===== config.mk =====
export PLATFORM = sky130hd
export DESIGN_NAME = mem_burst_reader
export DESIGN_NICKNAME = d
export VERILOG_FILES = /design/src/rtl/mem_pkg.sv /design/src/rtl/burst_fifo.sv /design/src/rtl/mem_burst_reader.sv
export SDC_FILE = /design/constraint.sdc
export NUM_CORES = 2
export LEC_CHECK = 0
export CORE_ASPECT_RATIO = 0.75
export CORE_MARGIN = 1.5
export CORE_UTILIZATION = 65
export DETAILED_ROUTE_END_ITERATION = 8
export GPL_TIMING_DRIVEN = 0
export PLACE_DENSITY = 0.83
export SLEW_MARGIN = 10
export SYNTH_ARGS = -nofsm -noshare
export SYNTH_HDL_FRONTEND = slang
export SYNTH_SLANG_ARGS = --single-unit
export TNS_END_PERCENT = 100

===== constraint.sdc =====
create_clock -name clk -period 15.6 [get_ports clk]
set_clock_uncertainty 0.2 [all_clocks]
set_input_delay 1.56 -clock clk [delete_from_list [all_inputs] [get_ports clk]]
set_output_delay 1.56 -clock clk [all_outputs]
set_load 0.005 [all_outputs]

===== src/rtl/mem_pkg.sv =====
// Shared definitions for the memory initiator side: access-size codes, reader
// FSM states, the buffered beat record and the burst-length decode.
package mem_pkg;

    localparam int MEM_ADDR_W = 32;
    localparam int MEM_DATA_W = 32;
    localparam logic [MEM_ADDR_W-1:0] MEM_TEXT_BASE = 32'h8002_0000;

    typedef enum logic [1:0] {
        SZ_1W  = 2'd0,
        SZ_4W  = 2'd1,
        SZ_8W  = 2'd2,
        SZ_16W = 2'd3
    } access_size_e;

    typedef enum logic [1:0] {
        ST_IDLE,
        ST_WAIT_SPACE,
        ST_BURST
    } rd_state_e;

    typedef struct packed {
        logic [MEM_ADDR_W-1:0] addr;
        logic [MEM_DATA_W-1:0] data;
    } beat_t;

    function automatic logic [4:0] burst_len(input access_size_e size);
        case (size)
            SZ_1W:   burst_len = 5'd1;
            SZ_4W:   burst_len = 5'd4;
            SZ_8W:   burst_len = 5'd8;
            default: burst_len = 5'd16;
        endcase
    endfunction

endpackage


===== src/rtl/burst_fifo.sv =====
// Synchronous FIFO of address-tagged beats; FIFO_DEPTH must be a power of two
// so the pointers wrap for free. Simultaneous push and pop are both honoured.
module burst_fifo
    import mem_pkg::*;
#(
    parameter int FIFO_DEPTH = 32
) (
    input  logic                        clk,
    input  logic                        rst_n,
    input  logic                        push,
    input  beat_t                       push_beat,
    input  logic                        pop,
    output beat_t                       head_beat,
    output logic                        full,
    output logic                        empty,
    output logic [$clog2(FIFO_DEPTH):0] free
);

    localparam int PTR_W = $clog2(FIFO_DEPTH);
    localparam int CNT_W = PTR_W + 1;

    beat_t             mem_q [FIFO_DEPTH];
    logic [PTR_W-1:0]  wr_ptr_q, wr_ptr_d;
    logic [PTR_W-1:0]  rd_ptr_q, rd_ptr_d;
    logic [CNT_W-1:0]  count_q, count_d;
    logic              push_ok, pop_ok;

    assign empty     = (count_q == '0);
    assign full      = (count_q == CNT_W'(FIFO_DEPTH));
    assign free      = CNT_W'(FIFO_DEPTH) - count_q;
    assign head_beat = mem_q[rd_ptr_q];

    // NOTE: every always_comb output is given a value on every path, so no latches.
    always_comb begin
        push_ok  = push && !full;
        pop_ok   = pop && !empty;
        wr_ptr_d = wr_ptr_q + PTR_W'(push_ok);
        rd_ptr_d = rd_ptr_q + PTR_W'(pop_ok);
        count_d  = count_q + CNT_W'(push_ok) - CNT_W'(pop_ok);
    end

    // NOTE: state uses non-blocking assignments so all flops update together at the edge.
    always_ff @(posedge clk or negedge rst_n) begin
        if (!rst_n) begin
            wr_ptr_q <= '0;
            rd_ptr_q <= '0;
            count_q  <= '0;
        end else begin
            wr_ptr_q <= wr_ptr_d;
            rd_ptr_q <= rd_ptr_d;
            count_q  <= count_d;
        end
    end

    // NOTE: storage is not reset; the pointers alone define which entries are valid.
    always_ff @(posedge clk) begin
        if (push_ok) begin
            mem_q[wr_ptr_q] <= push_beat;
        end
    end

endmodule


===== src/rtl/mem_burst_reader.sv =====
// Burst read initiator: issues bursts only when the beat FIFO can absorb them all.
// Define MEM_BURST_PREFETCH_EN to stream sequential bursts after the first start.
module mem_burst_reader
    import mem_pkg::*;
#(
    parameter int FIFO_DEPTH = 32,
    parameter int ADDR_W     = MEM_ADDR_W,
    parameter int DATA_W     = MEM_DATA_W
) (
    input  logic              clk,
    input  logic              rst_n,
    input  logic              start,
    input  logic [ADDR_W-1:0] start_addr,
    input  logic [1:0]        start_size,
    output logic [ADDR_W-1:0] mem_addr,
    output logic [DATA_W-1:0] mem_din,
    output logic              mem_rd_wr,
    output logic              mem_enable,
    output logic [1:0]        mem_access_size,
    input  logic [DATA_W-1:0] mem_dout,
    input  logic              mem_busy,
    output logic [DATA_W-1:0] out_data,
    output logic [ADDR_W-1:0] out_addr,
    output logic              out_valid,
    input  logic              out_ready,
    output logic              done,
    output logic              err
);

    localparam int CNT_W = $clog2(FIFO_DEPTH) + 1;
    localparam int AV_W  = CNT_W + 1;

    rd_state_e         state_q, state_d;
    logic [ADDR_W-1:0] base_q, base_d;
    access_size_e      size_q, size_d;
    logic [ADDR_W-1:0] mem_addr_q, mem_addr_d;
    access_size_e      mem_size_q, mem_size_d;
    logic              mem_enable_q, mem_enable_d;
    logic [4:0]        cnt_q, cnt_d;
    logic              done_q, done_d;
    logic              err_q, err_d;

    logic              push, pop, retire;
    logic              fifo_full, fifo_empty;
    beat_t             push_beat, head_beat;
    logic [CNT_W-1:0]  fifo_free;
    logic [AV_W-1:0]   avail;
    logic [4:0]        n_len;

    assign n_len = burst_len(size_q);
    assign pop   = out_valid && out_ready;
    // A word popped this cycle frees its slot in time for the burst's first beat.
    assign avail = {1'b0, fifo_free} + AV_W'(pop);

    always_comb begin
        state_d        = state_q;
        base_d         = base_q;
        size_d         = size_q;
        mem_addr_d     = mem_addr_q;
        mem_size_d     = mem_size_q;
        mem_enable_d   = mem_enable_q;
        cnt_d          = cnt_q;
        done_d         = 1'b0;
        err_d          = err_q;
        push           = 1'b0;
        retire         = 1'b0;
        push_beat.addr = mem_addr_q + ADDR_W'({cnt_q - 5'd1, 2'b00});
        push_beat.data = mem_dout;

        unique case (state_q)
            ST_IDLE: begin
                if (start) begin
                    base_d = start_addr;
                    size_d = access_size_e'(start_size);
                    if (start_addr[1:0] != 2'b00) begin
                        err_d = 1'b1;
                    end else begin
                        state_d = ST_WAIT_SPACE;
                    end
                end
            end
            ST_WAIT_SPACE: begin
                if (avail >= AV_W'(n_len)) begin
                    state_d      = ST_BURST;
                    mem_enable_d = 1'b1;
                    mem_addr_d   = base_q;
                    mem_size_d   = size_q;
                    cnt_d        = '0;
                end
            end
            ST_BURST: begin
                // cnt_q is the cycle index within the burst; beat cnt_q-1 is on mem_dout.
                if (cnt_q <= n_len) begin
                    if (cnt_q == n_len - 5'd1) begin
                        mem_enable_d = 1'b0;
                        done_d       = 1'b1;
                    end
                    push = (cnt_q != 5'd0) && !fifo_full;
                    if (cnt_q == n_len) begin
                        if (mem_busy) begin
                            cnt_d = n_len + 5'd1;
                        end else begin
                            retire = 1'b1;
                        end
                    end else begin
                        cnt_d = cnt_q + 5'd1;
                    end
                end else if (!mem_busy) begin
                    retire = 1'b1;
                end
            end
            default: state_d = ST_IDLE;
        endcase

        if (retire) begin
`ifdef MEM_BURST_PREFETCH_EN
            base_d  = base_q + ADDR_W'({n_len, 2'b00});
            state_d = ST_WAIT_SPACE;
`else
            state_d = ST_IDLE;
`endif
        end
    end

    always_ff @(posedge clk or negedge rst_n) begin
        if (!rst_n) begin
            state_q      <= ST_IDLE;
            base_q       <= '0;
            size_q       <= SZ_1W;
            mem_addr_q   <= '0;
            mem_size_q   <= SZ_1W;
            mem_enable_q <= 1'b0;
            cnt_q        <= '0;
            done_q       <= 1'b0;
            err_q        <= 1'b0;
        end else begin
            state_q      <= state_d;
            base_q       <= base_d;
            size_q       <= size_d;
            mem_addr_q   <= mem_addr_d;
            mem_size_q   <= mem_size_d;
            mem_enable_q <= mem_enable_d;
            cnt_q        <= cnt_d;
            done_q       <= done_d;
            err_q        <= err_d;
        end
    end

    burst_fifo #(
        .FIFO_DEPTH (FIFO_DEPTH)
    ) u_fifo (
        .clk       (clk),
        .rst_n     (rst_n),
        .push      (push),
        .push_beat (push_beat),
        .pop       (pop),
        .head_beat (head_beat),
        .full      (fifo_full),
        .empty     (fifo_empty),
        .free      (fifo_free)
    );

    assign mem_addr        = mem_addr_q;
    assign mem_access_size = mem_size_q;
    assign mem_enable      = mem_enable_q;
    assign mem_rd_wr       = 1'b1;
    assign mem_din         = '0;
    assign out_valid       = !fifo_empty;
    assign out_data        = head_beat.data;
    assign out_addr        = head_beat.addr;
    assign done            = done_q;
    assign err             = err_q;

endmodule


==> results.json <==
{
  "via_count": 45500,
  "first_iter_violations": 8563,
  "grt_max_degree": 55,
  "cts_root_buf": "clkbuf_16",
  "die_h_um": 312,
  "ant_nets": 0,
  "preCtsSetupSlack_ns": 8.91,
  "highest_layer": "met5",
  "core_area_mm2": 0.127,
  "crit_type": "flop to output port",
  "synth-edff-count": 2048,
  "wl_met2_mm": 125,
  "hold_viol": 0,
  "total_power_mw": 19.3,
  "clk-insertion-delay-late_ns": 0.83,
  "clock_path_buffers": 3,
  "setup.worst_path.start_class": "flop",
  "cap_violations": 0,
  "synth.avg_cell_area_um2": 24.3,
  "synth_seq_cells": 2142,
  "ys.flop_type": "edfxtp_1",
  "drive_above_1_share_pct": 33.2,
  "peakVddDrop_mv": 0.196,
  "drv_slew": 0,
  "dp.cells": 5432,
  "tightest_slew_ns": 1.42,
  "overflow": 0,
  "chipWidth_um": 416,
  "cp_max_fo": 10,
  "yosysSeqAreaShare_pct": 76.9,
  "nets": 4061,
  "fin_cells": 5788,
  "maxSlewHeadroom_pct": 5.36,
  "cts_tree": "yes",
  "area_growth_pct": 16.6,
  "ys_types": 62,
  "utilization_pct": 76.4,
  "post_cts.repair.setup_buffers": 0,
  "synth_cells": 3415,
  "cts_made_buffers": 188,
  "pin_count": 206,
  "p_leak_nw": 31.1,
  "worst_slack_ns": 8.14,
  "port_buffers": 172,
  "cts.hold.buffers_added": 0,
  "rows": 113,
  "grt_first_pass_wirelength_mm": 364,
  "cp-end-kind": "output port",
  "setup_viol": 0,
  "h-tree-depth": 4,
  "grt_pass1_vias": 45500,
  "drt-pass1-iter-count": 6,
  "grt_use_total_pct": 41.4,
  "dieArea_mm2": 0.130,
  "wl_mm": 264,
  "wl_met1_mm": 81.5,
  "hp-class": "flop to flop",
  "powerDensity_mw_per_mm2": 199,
  "fin_crit_sh_pct": 47.8,
  "stdcell_area_mm2": 0.0968,
  "arrival_ns": 5.70,
  "max_freq_ghz": 0.134,
  "synth-warning-count": 0,
  "syn_area_mm2": 0.0830,
  "tns_ns": 0,
  "via_per_inst": 7.86,
  "start_util_pct": 65.5,
  "rsz0062_at_grt": "no",
  "antenna_found_initial": 14,
  "place_area_mm2": 0.0906,
  "hpwl_mm": 150,
  "whs_ns": 0.286,
  "min_period_ns": 7.46,
  "gp_congestion": 0.813,
  "status": "completed",
  "r2r_setup_slack_ns": 9.80,
  "drc_errors": 0,
  "crit_required_ns": 13.84,
  "route.met3.wl_mm": 38.0,
  "clk_pin_slew_ns": 0.08,
  "cts_resized": 0,
  "clock-sinks": 2142,
  "wl_per_cell_um": 45.5,
  "synthArstFlopShare_pct": 4.39
}
## area by class of cell
| type | count | area, um2 |
|---|---|---|
| Antenna cell | 12 | 30.0 |
| Timing Repair Buffer | 319 | 4960 |
| Clock inverter | 107 | 1090 |
| Buffer | 204 | 1050 |
| Tap cell | 1667 | 2090 |
| Sequential cell | 2142 | 63900 |
| Fill cell | 5762 | 29900 |
| Inverter | 18 | 67.6 |
| Clock buffer | 237 | 5020 |
| Multi-Input combinational cell | 1082 | 18600 |
## kinds of logic after synthesis
| group | Yosys count | share of synthesized area, % |
|---|---|---|
| fa+ha+maj | 35 | 0.546 |
| other cells | 2 | 0.00905 |
| xor+xnor | 48 | 0.507 |
| flops | 2142 | 76.9 |
| buf+inv | 222 | 1.32 |
| compound gates | 50 | 0.455 |
| mux | 773 | 19.3 |
| simple gates | 143 | 0.915 |
## registers in the layout, summed over array words and instances, names as in the netlist
name,flops
u_fifo.mem_q,2048
base_q,32
mem_addr,32
u_fifo.count_q,6
cnt_q,5
u_fifo.rd_ptr_q,5
u_fifo.wr_ptr_q,5
mem_access_size,2
size_q,2
state_q,2
done,1
err,1
mem_enable,1
## power breakdown
group          total [mW]  switching [mW]  internal [mW]
logic                6.95            4.01           2.94
clock network        4.83            2.24           2.59
registers            7.47           0.198           7.27
total                19.3            6.45           12.8
## per-layer routing
layer  track usage, %  vias up
met1             52.9    23300
met3             11.8     1135
met5                0        -
met2             64.8     5422
met4             24.1       10
li1                 -    15700
## synthesized netlist by cell type (4+ instances only)
master       n  area, um2
a21o_1       4       30.0
a21oi_1      9       45.0
and3_1       6       37.5
and4_1       6       52.6
buf_1       13       48.8
buf_2       57        285
buf_4       35        263
clkbuf_1    95        357
dfrtp_1     94       2350
edfxtp_1  2048      61500
ha_1        33        413
inv_1       18       67.6
mux2_2      99       1110
mux2_4      33        495
mux4_2     640      14400
nand2_1     18       67.6
nand2b_1     6       37.5
nand3_1     23        115
nand3b_1     5       37.5
nand4_1      6       37.5
nor2_1      49        184
nor2b_1      4       25.0
o21ai_0     11       55.1
o21bai_1     4       30.0
xnor2_1     35        307
xor2_1      13        114
## critical path, cell delays in order (launching register included)
cell             delay, ns
dfrtp_1               0.38
clkbuf_1              0.84
clkbuf_2              0.73
clkbuf_1              1.04
mux4_2                0.48
mux4_2                0.57
mux2_2                0.32
clkdlybuf4s50_1       0.48
## cell usage in the layout, fill, tap and decap left out, drive strengths merged, types with 4 or more instances in the layout
cell type         n
and3              6
xor2             13
nor2             49
mux2            133
and4              6
clkdlybuf4s50   170
nand3b            6
nand2            19
o21bai            4
clkbuf          333
buf             257
clkinvlp          4
nand2b            6
nand4             6
nor2b             4
diode            12
xnor2            35
mux4            640
clkinv           80
conb             33
bufinv           18
dfrtp            94
nand3            23
a21oi             9
a21o              4
o21ai            12
edfxtp         2048
ha               33
inv              23
## path summary, 6_finish.rpt
| kind | start | endpoint | depth (start not counted) |
|---|---|---|---|
| worst max register to register | size_q[0] | u_fifo.mem_q[18][39] | 11 |
| worst min register to register | base_q[29] | mem_addr[29] | 1 |
| min in group asynchronous | rst_n | base_q[7] | 1 |
| max in group asynchronous | rst_n | mem_addr[28] | 2 |
| worst min-delay path | base_q[29] | mem_addr[29] | 1 |
| worst max-delay path | u_fifo.rd_ptr_q[1] | out_addr[4] | 7 |
Power figures use the tool's default switching activity.
